### src/rtl/mips_trace_pkg.sv
// Shared types for the MIPS trace capture block.
// MIPS_TRACE_TSTAMP_EN adds a 32-bit timestamp field to each record.
package mips_trace_pkg;

  localparam int DATA_W = 32;

  typedef enum logic [1:0] {
    IDLE,
    ARMED,
    POST,
    DRAIN
  } trace_state_t;

  typedef struct packed {
`ifdef MIPS_TRACE_TSTAMP_EN
    logic [31:0]       tstamp;
`endif
    logic [DATA_W-1:0] pc;
    logic [DATA_W-1:0] instr;
    logic [DATA_W-1:0] in1;
    logic [DATA_W-1:0] in2;
    logic [DATA_W-1:0] res;
  } trace_rec_t;

endpackage

### src/rtl/mips_trace_ram.sv
// Trace record storage: flop array, one synchronous write port, one asynchronous read port.
module mips_trace_ram
  import mips_trace_pkg::*;
#(
  parameter int  DEPTH = 16,
  parameter type rec_t = trace_rec_t
) (
  input  logic                     clk,
  input  logic                     we,
  input  logic [$clog2(DEPTH)-1:0] waddr,
  input  rec_t                     wdata,
  input  logic [$clog2(DEPTH)-1:0] raddr,
  output rec_t                     rdata
);

  rec_t mem [DEPTH];

  always_ff @(posedge clk) begin
    if (we) mem[waddr] <= wdata;
  end

  assign rdata = mem[raddr];

endmodule

### src/rtl/mips_trace_buf.sv
// Triggered circular trace capture with oldest-first valid/ready drain.
// MIPS_TRACE_TSTAMP_EN adds a free-running cycle stamp per record and the out_tstamp port.
module mips_trace_buf #(
  parameter int DEPTH     = 16,
  parameter int DATA_W    = 32,
  parameter int POST_TRIG = 8
) (
  input  logic              clk,
  input  logic              rst,
  input  logic              arm,
  input  logic [DATA_W-1:0] trig_pc,
  input  logic              force_trig,
  input  logic              tr_valid,
  input  logic [DATA_W-1:0] tr_pc,
  input  logic [DATA_W-1:0] tr_instr,
  input  logic [DATA_W-1:0] tr_in1,
  input  logic [DATA_W-1:0] tr_in2,
  input  logic [DATA_W-1:0] tr_res,
  output logic              out_valid,
  input  logic              out_ready,
  output logic [DATA_W-1:0] out_pc,
  output logic [DATA_W-1:0] out_instr,
  output logic [DATA_W-1:0] out_in1,
  output logic [DATA_W-1:0] out_in2,
  output logic [DATA_W-1:0] out_res,
`ifdef MIPS_TRACE_TSTAMP_EN
  output logic [31:0]       out_tstamp,
`endif
  output logic              out_last,
  output logic              armed,
  output logic              triggered,
  output logic              done,
  output logic              wrapped
);
  import mips_trace_pkg::*;

  localparam int PW = $clog2(DEPTH);
  localparam int CW = PW + 1;
  localparam logic [CW-1:0] FULL = CW'(DEPTH);

  // Same layout as trace_rec_t, sized by this instance's DATA_W.
  typedef struct packed {
`ifdef MIPS_TRACE_TSTAMP_EN
    logic [31:0]       tstamp;
`endif
    logic [DATA_W-1:0] pc;
    logic [DATA_W-1:0] instr;
    logic [DATA_W-1:0] in1;
    logic [DATA_W-1:0] in2;
    logic [DATA_W-1:0] res;
  } rec_t;

  trace_state_t  state, state_n;
  logic [PW-1:0] wr_ptr, wr_ptr_n, rd_ptr, rd_ptr_n;
  logic [CW-1:0] count, count_n, post_cnt, post_n;
  logic          wrapped_n, trig_n, we, hit;
  rec_t          wrec, rrec;

  assign wrec.pc    = tr_pc;
  assign wrec.instr = tr_instr;
  assign wrec.in1   = tr_in1;
  assign wrec.in2   = tr_in2;
  assign wrec.res   = tr_res;

`ifdef MIPS_TRACE_TSTAMP_EN
  logic [31:0] tstamp;
  always_ff @(posedge clk or negedge rst) begin
    if (!rst) tstamp <= '0;
    else      tstamp <= tstamp + 32'd1;
  end
  assign wrec.tstamp = tstamp;
  assign out_tstamp  = out_valid ? rrec.tstamp : '0;
`endif

  mips_trace_ram #(
    .DEPTH (DEPTH),
    .rec_t (rec_t)
  ) u_ram (
    .clk   (clk),
    .we    (we),
    .waddr (wr_ptr),
    .wdata (wrec),
    .raddr (rd_ptr),
    .rdata (rrec)
  );

  always_ff @(posedge clk or negedge rst) begin
    if (!rst) begin
      state     <= IDLE;
      wr_ptr    <= '0;
      rd_ptr    <= '0;
      count     <= '0;
      post_cnt  <= '0;
      wrapped   <= 1'b0;
      triggered <= 1'b0;
    end else begin
      state     <= state_n;
      wr_ptr    <= wr_ptr_n;
      rd_ptr    <= rd_ptr_n;
      count     <= count_n;
      post_cnt  <= post_n;
      wrapped   <= wrapped_n;
      triggered <= trig_n;
    end
  end

  always_comb begin
    state_n   = state;
    wr_ptr_n  = wr_ptr;
    rd_ptr_n  = rd_ptr;
    count_n   = count;
    post_n    = post_cnt;
    wrapped_n = wrapped;
    trig_n    = triggered;
    we        = 1'b0;
    hit       = force_trig || (tr_valid && (tr_pc == trig_pc));
    unique case (state)
      IDLE: begin
        if (arm) begin
          state_n   = ARMED;
          wr_ptr_n  = '0;
          count_n   = '0;
          wrapped_n = 1'b0;
          trig_n    = 1'b0;
        end
      end
      ARMED, POST: begin
        if (tr_valid) begin
          we       = 1'b1;
          wr_ptr_n = wr_ptr + 1'b1;
          if (count == FULL) wrapped_n = 1'b1;
          else               count_n   = count + 1'b1;
        end
        if (state == ARMED && hit) begin
          trig_n = 1'b1;
          if (POST_TRIG == 0) begin
            state_n = DRAIN;
          end else begin
            state_n = POST;
            post_n  = CW'(POST_TRIG);
          end
        end else if (state == POST && tr_valid) begin
          post_n = post_cnt - 1'b1;
          if (post_cnt == CW'(1)) state_n = DRAIN;
        end
        // Oldest record sits count entries behind the write pointer; FULL truncates to 0.
        rd_ptr_n = wr_ptr_n - count_n[PW-1:0];
      end
      DRAIN: begin
        if (arm) begin
          state_n   = ARMED;
          wr_ptr_n  = '0;
          rd_ptr_n  = '0;
          count_n   = '0;
          wrapped_n = 1'b0;
          trig_n    = 1'b0;
        end else if (count == '0) begin
          state_n = IDLE;
        end else if (out_ready) begin
          rd_ptr_n = rd_ptr + 1'b1;
          count_n  = count - 1'b1;
          if (count == CW'(1)) state_n = IDLE;
        end
      end
      default: state_n = IDLE;
    endcase
  end

  assign out_valid = (state == DRAIN) && (count != '0);
  assign out_last  = out_valid && (count == CW'(1));
  assign armed     = (state == ARMED) || (state == POST);
  assign done      = (state == DRAIN);
  assign out_pc    = out_valid ? rrec.pc    : '0;
  assign out_instr = out_valid ? rrec.instr : '0;
  assign out_in1   = out_valid ? rrec.in1   : '0;
  assign out_in2   = out_valid ? rrec.in2   : '0;
  assign out_res   = out_valid ? rrec.res   : '0;

endmodule
### config.mk
export PLATFORM = sky130hd
export DESIGN_NAME = mips_trace_buf
export DESIGN_NICKNAME = d
export VERILOG_FILES = /design/src/rtl/mips_trace_pkg.sv /design/src/rtl/mips_trace_ram.sv /design/src/rtl/mips_trace_buf.sv
export SDC_FILE = /design/constraint.sdc
export NUM_CORES = 2
export LEC_CHECK = 0
export BUFFER_PORTS_ARGS = -buffer_cell sky130_fd_sc_hd__buf_2
export CAP_MARGIN = 40
export CORE_AREA = 5 5 539 541
export CTS_BUF_LIST = sky130_fd_sc_hd__clkbuf_2 sky130_fd_sc_hd__clkbuf_4 sky130_fd_sc_hd__clkbuf_8
export DETAILED_ROUTE_END_ITERATION = 6
export DIE_AREA = 0 0 544 546
export GPL_TIMING_DRIVEN = 0
export SYNTH_ARGS = -nofsm -noshare
export SYNTH_HDL_FRONTEND = slang
export SYNTH_HIERARCHICAL = 1
export SYNTH_SLANG_ARGS = --single-unit
### constraint.sdc
create_clock -name clk -period 29.8 [get_ports clk]
set_input_delay 2.98 -clock clk [delete_from_list [all_inputs] [get_ports clk]]
set_output_delay 2.98 -clock clk [all_outputs]
set_load 0.02 [all_outputs]
==> key figures <==
Run status
  – Status: finished, final reports clean

Power and ir drop
  – Switch share: 31.2%
  – Seq pwr share: 42.4%
  – Clock power share: 28.0%
  – Pwr Density: 84.9 nW/µm²
  – Max IR drop VDD: 44.4 µV
  – Comb power frac: 29.6%
  – Internal power: 6850 µW
  – Sw power: 3100 µW
  – Static Leakage: 0.0382 µW

Setup path
  – CP endpoint kind: output port
  – CP max-delay cell: buf_2
  – WP buf/inv: 4
  – Most frequent CP cell: buf_2
  – Top Family by Delay on Critical Path: buffers and inverters
  – Startpoint types: flip-flop
  – Critical path required time: 26.82 ns
  – Crit Path Category: flip-flop to output port
  – Crit path DAT: 4.61 ns
  – Worst-path maximum fanout: 10
  – Crit-path cells: buf_4 -> buf_2 -> clkbuf_1 -> mux4_2 -> a22oi_1 -> nand2_1 -> and2_1 -> buf_2
  – Max incr delay on CP: 0.77 ns

Routing
  – Final WL: 292 mm
  – DRT Pass-1 Iters: 5
  – Max Used Layer: met5
  – Vias: 51500
  – Vias per std cell: 5.39
  – Routed wire per std cell: 30.5 µm
  – DRC Markers: 0
  – Met2 routed wirelength: 140 mm
  – DRT iter0 DRCs: 5831
  – M1 WL: 116 mm
  – Detail Route Antenna Nets: 0
  – Met3 wire length: 27.1 mm

Finish
  – Post-route core utilization: 41.2%
  – Most frequent cells in the layout: edfxtp_1, mux4_2, buf_2
  – Proportion of layout cells with a drive suffix above 1: 35.9%
  – Fin nets: 5685
  – Area Growth Syn to Fin: 18.2%
  – Most common cell after layout, fill and taps aside: edfxtp_1
  – Filler Cell Count: 25000

Timing
  – Layout Skew: 0.0586 ns
  – Hold slack final: 0.519 ns
  – Final setup viols: 0
  – Final Max Tran Viols: 0
  – Maximum clock frequency: 132 MHz
  – Setup total negative slack: 0 ns
  – Period minus WS final: 7.59 ns
  – Tcrit/Tclk final: 25.5%
  – Final Hold Viols: 0
  – Rel. slew slack: 33.7%
  – Worst slew pin tran: 0.995 ns
  – RSZ-0062 raised after global routing: false

Global routing
  – Largest net degree at the start of global routing: 23
  – All-Layer GR Usage: 19.2%
  – Initial antenna violation count: 112
  – Vias in the first global route: 51600
  – First-pass GRT wire length: 402 mm
  – Total global routing overflow: 0

Placed design
  – IO Port Bufs: 363
  – DP Wirelength: 200 mm
  – Final GP Congestion: 0.743

Synth
  – Mapped Nets: 4665
  – Dominant synthesized flop cell: edfxtp_1
  – Post-Syn Area: 99200 µm²
  – Synth cell types: 57
  – Post-synthesis cell count: 4451
  – Register area share after synthesis: 78.0%
  – Yosys reg bits: 2582
  – Synthesized area per cell: 22.3 µm²
  – Synthesis Warnings: 6
  – Post-synth EDFFs: 2560
  – Async S/R FF share, synth: 0.852%

Clock network
  – Clock Sinks: 2582
  – Clock tree buffer depth: 4
  – Worst-path clk slew: 0.06 ns
  – CTS tree: yes
  – Worst-Skew Late Latency: 1.00 ns
  – Resize count post-CTS: 0
  – Root Buffer Master: clkbuf_8
  – H-tree depth: 5
  – Setup Buffers After CTS: 0
  – Count of hold-fix buffers inserted at cts: 0
  – Num CTS Buffers: 401

Hold path
  – Worst Hold Class: flip-flop to flip-flop

Floorplan
  – Chip Height: 546 µm
  – Initial core utilization: 34.9%
  – Cell Rows: 196
  – Die area: 297000 µm²
  – Core ar.: 284000 µm²
  – Die width: 544 µm
  – Num ports: 364

Job
  – Max-Cap Viols: 0
metal layers:
layer  vias to the layer above  GRT usage (%)
met5                         -              0
met4                        46           6.01
met3                       482           4.60
met2                      2551           30.5
met1                     27500           26.2
li1                      20900              -
power groups by stage:
stage / Combinational [µW] / Sequential, µW / Clock [µW]
after floorplan: 1820 / 4340 / 0
after global placement: 2820 / 4420 / 0
after detailed placement: 2960 / 4290 / 0
after CTS: 2970 / 4220 / 2850
after global routing: 3120 / 4230 / 3020
final: 2940 / 4220 / 2790
cell families after synthesis:
| group | count (synthesis) | share of synthesized area [%] |
|---|---|---|
| compound gates | 392 | 2.97 |
| xor+xnor | 44 | 0.388 |
| fa+ha+maj | 16 | 0.209 |
| buf+inv | 260 | 1.24 |
| flops | 2582 | 78.0 |
| mux | 714 | 14.8 |
| simple gates | 443 | 2.36 |
stage by stage:
stage               power (µW)  instances  worst slack, ns  instance area, µm²
finish                    9950       9553            22.21              117000
global route             10400       9518            21.96              117000
CTS                      10000       9507            21.98              117000
detailed placement        7260       8829            23.06              110000
global placement          7250       8576            -1.13              106000
floorplan                 6150       4451            14.28               99200
path summary, 6_finish.rpt:
| path | startpoint | end | slack (ns) | depth (start not counted) |
|---|---|---|---|---|
| max reg2reg | state[1] | u_ram/mem[8][114] | 25.33 | 14 |
| min reg2reg | triggered | triggered | 0.52 | 2 |
| min in group asynchronous | rst | post_cnt[2] | 2.00 | 1 |
| max in group asynchronous | rst | wr_ptr[0] | 27.43 | 1 |
| max | rd_ptr[1] | out_in2[31] | 22.21 | 8 |
| min | triggered | triggered | 0.52 | 2 |
Yosys cell counts, drive strengths merged (11+ instances only):
cell    number  area, µm²
o221ai      29        254
nor2        30        115
nand2      136        510
a221oi      19        166
mux2        83        935
nor3        13       70.1
dfrtp       22        551
o21ai       33        165
inv         15       56.3
edfxtp    2560      76900
and2       163       1020
a22oi      267       2000
nand2b      21        131
xnor2       41        359
mux2i       36        360
nand3       11       55.1
buf        146        798
clkbuf      99        373
mux4       595      13400
nand4       17        106
ha          15        188
nor2b       38        238
flip-flops by register name, indices dropped and copies added (netlist names):
| signal | cells |
|---|---|
| post_cnt | 5 |
| count | 5 |
| wrapped | 1 |
| wr_ptr | 4 |
| triggered | 1 |
| u_ram/mem | 2560 |
| state | 2 |
| rd_ptr | 4 |
area by class of cell:
cell class | count | area, µm² | area share [%]
Timing Repair Buffer | 617 | 5740 | 4.90
Tap cell | 3762 | 4710 | 4.01
Buffer | 245 | 1190 | 1.01
Multi-Input combinational cell | 1609 | 20700 | 17.7
Inverter | 15 | 56.3 | 0.0480
Clock inverter | 127 | 638 | 0.544
Sequential cell | 2582 | 77400 | 66.0
Clock buffer | 551 | 6680 | 5.70
Antenna cell | 45 | 113 | 0.0960
worst reg2reg max path, delay by kind of cell, from the launching register on:
kind                     cells  cell delay (ns)
adder cells (fa/ha/maj)      1             0.31
AND/OR/NAND/NOR              3             1.14
flip-flops                   1             0.40
buffers and inverters       10             2.34
Note: power is estimated with default switching activity, not from simulation.
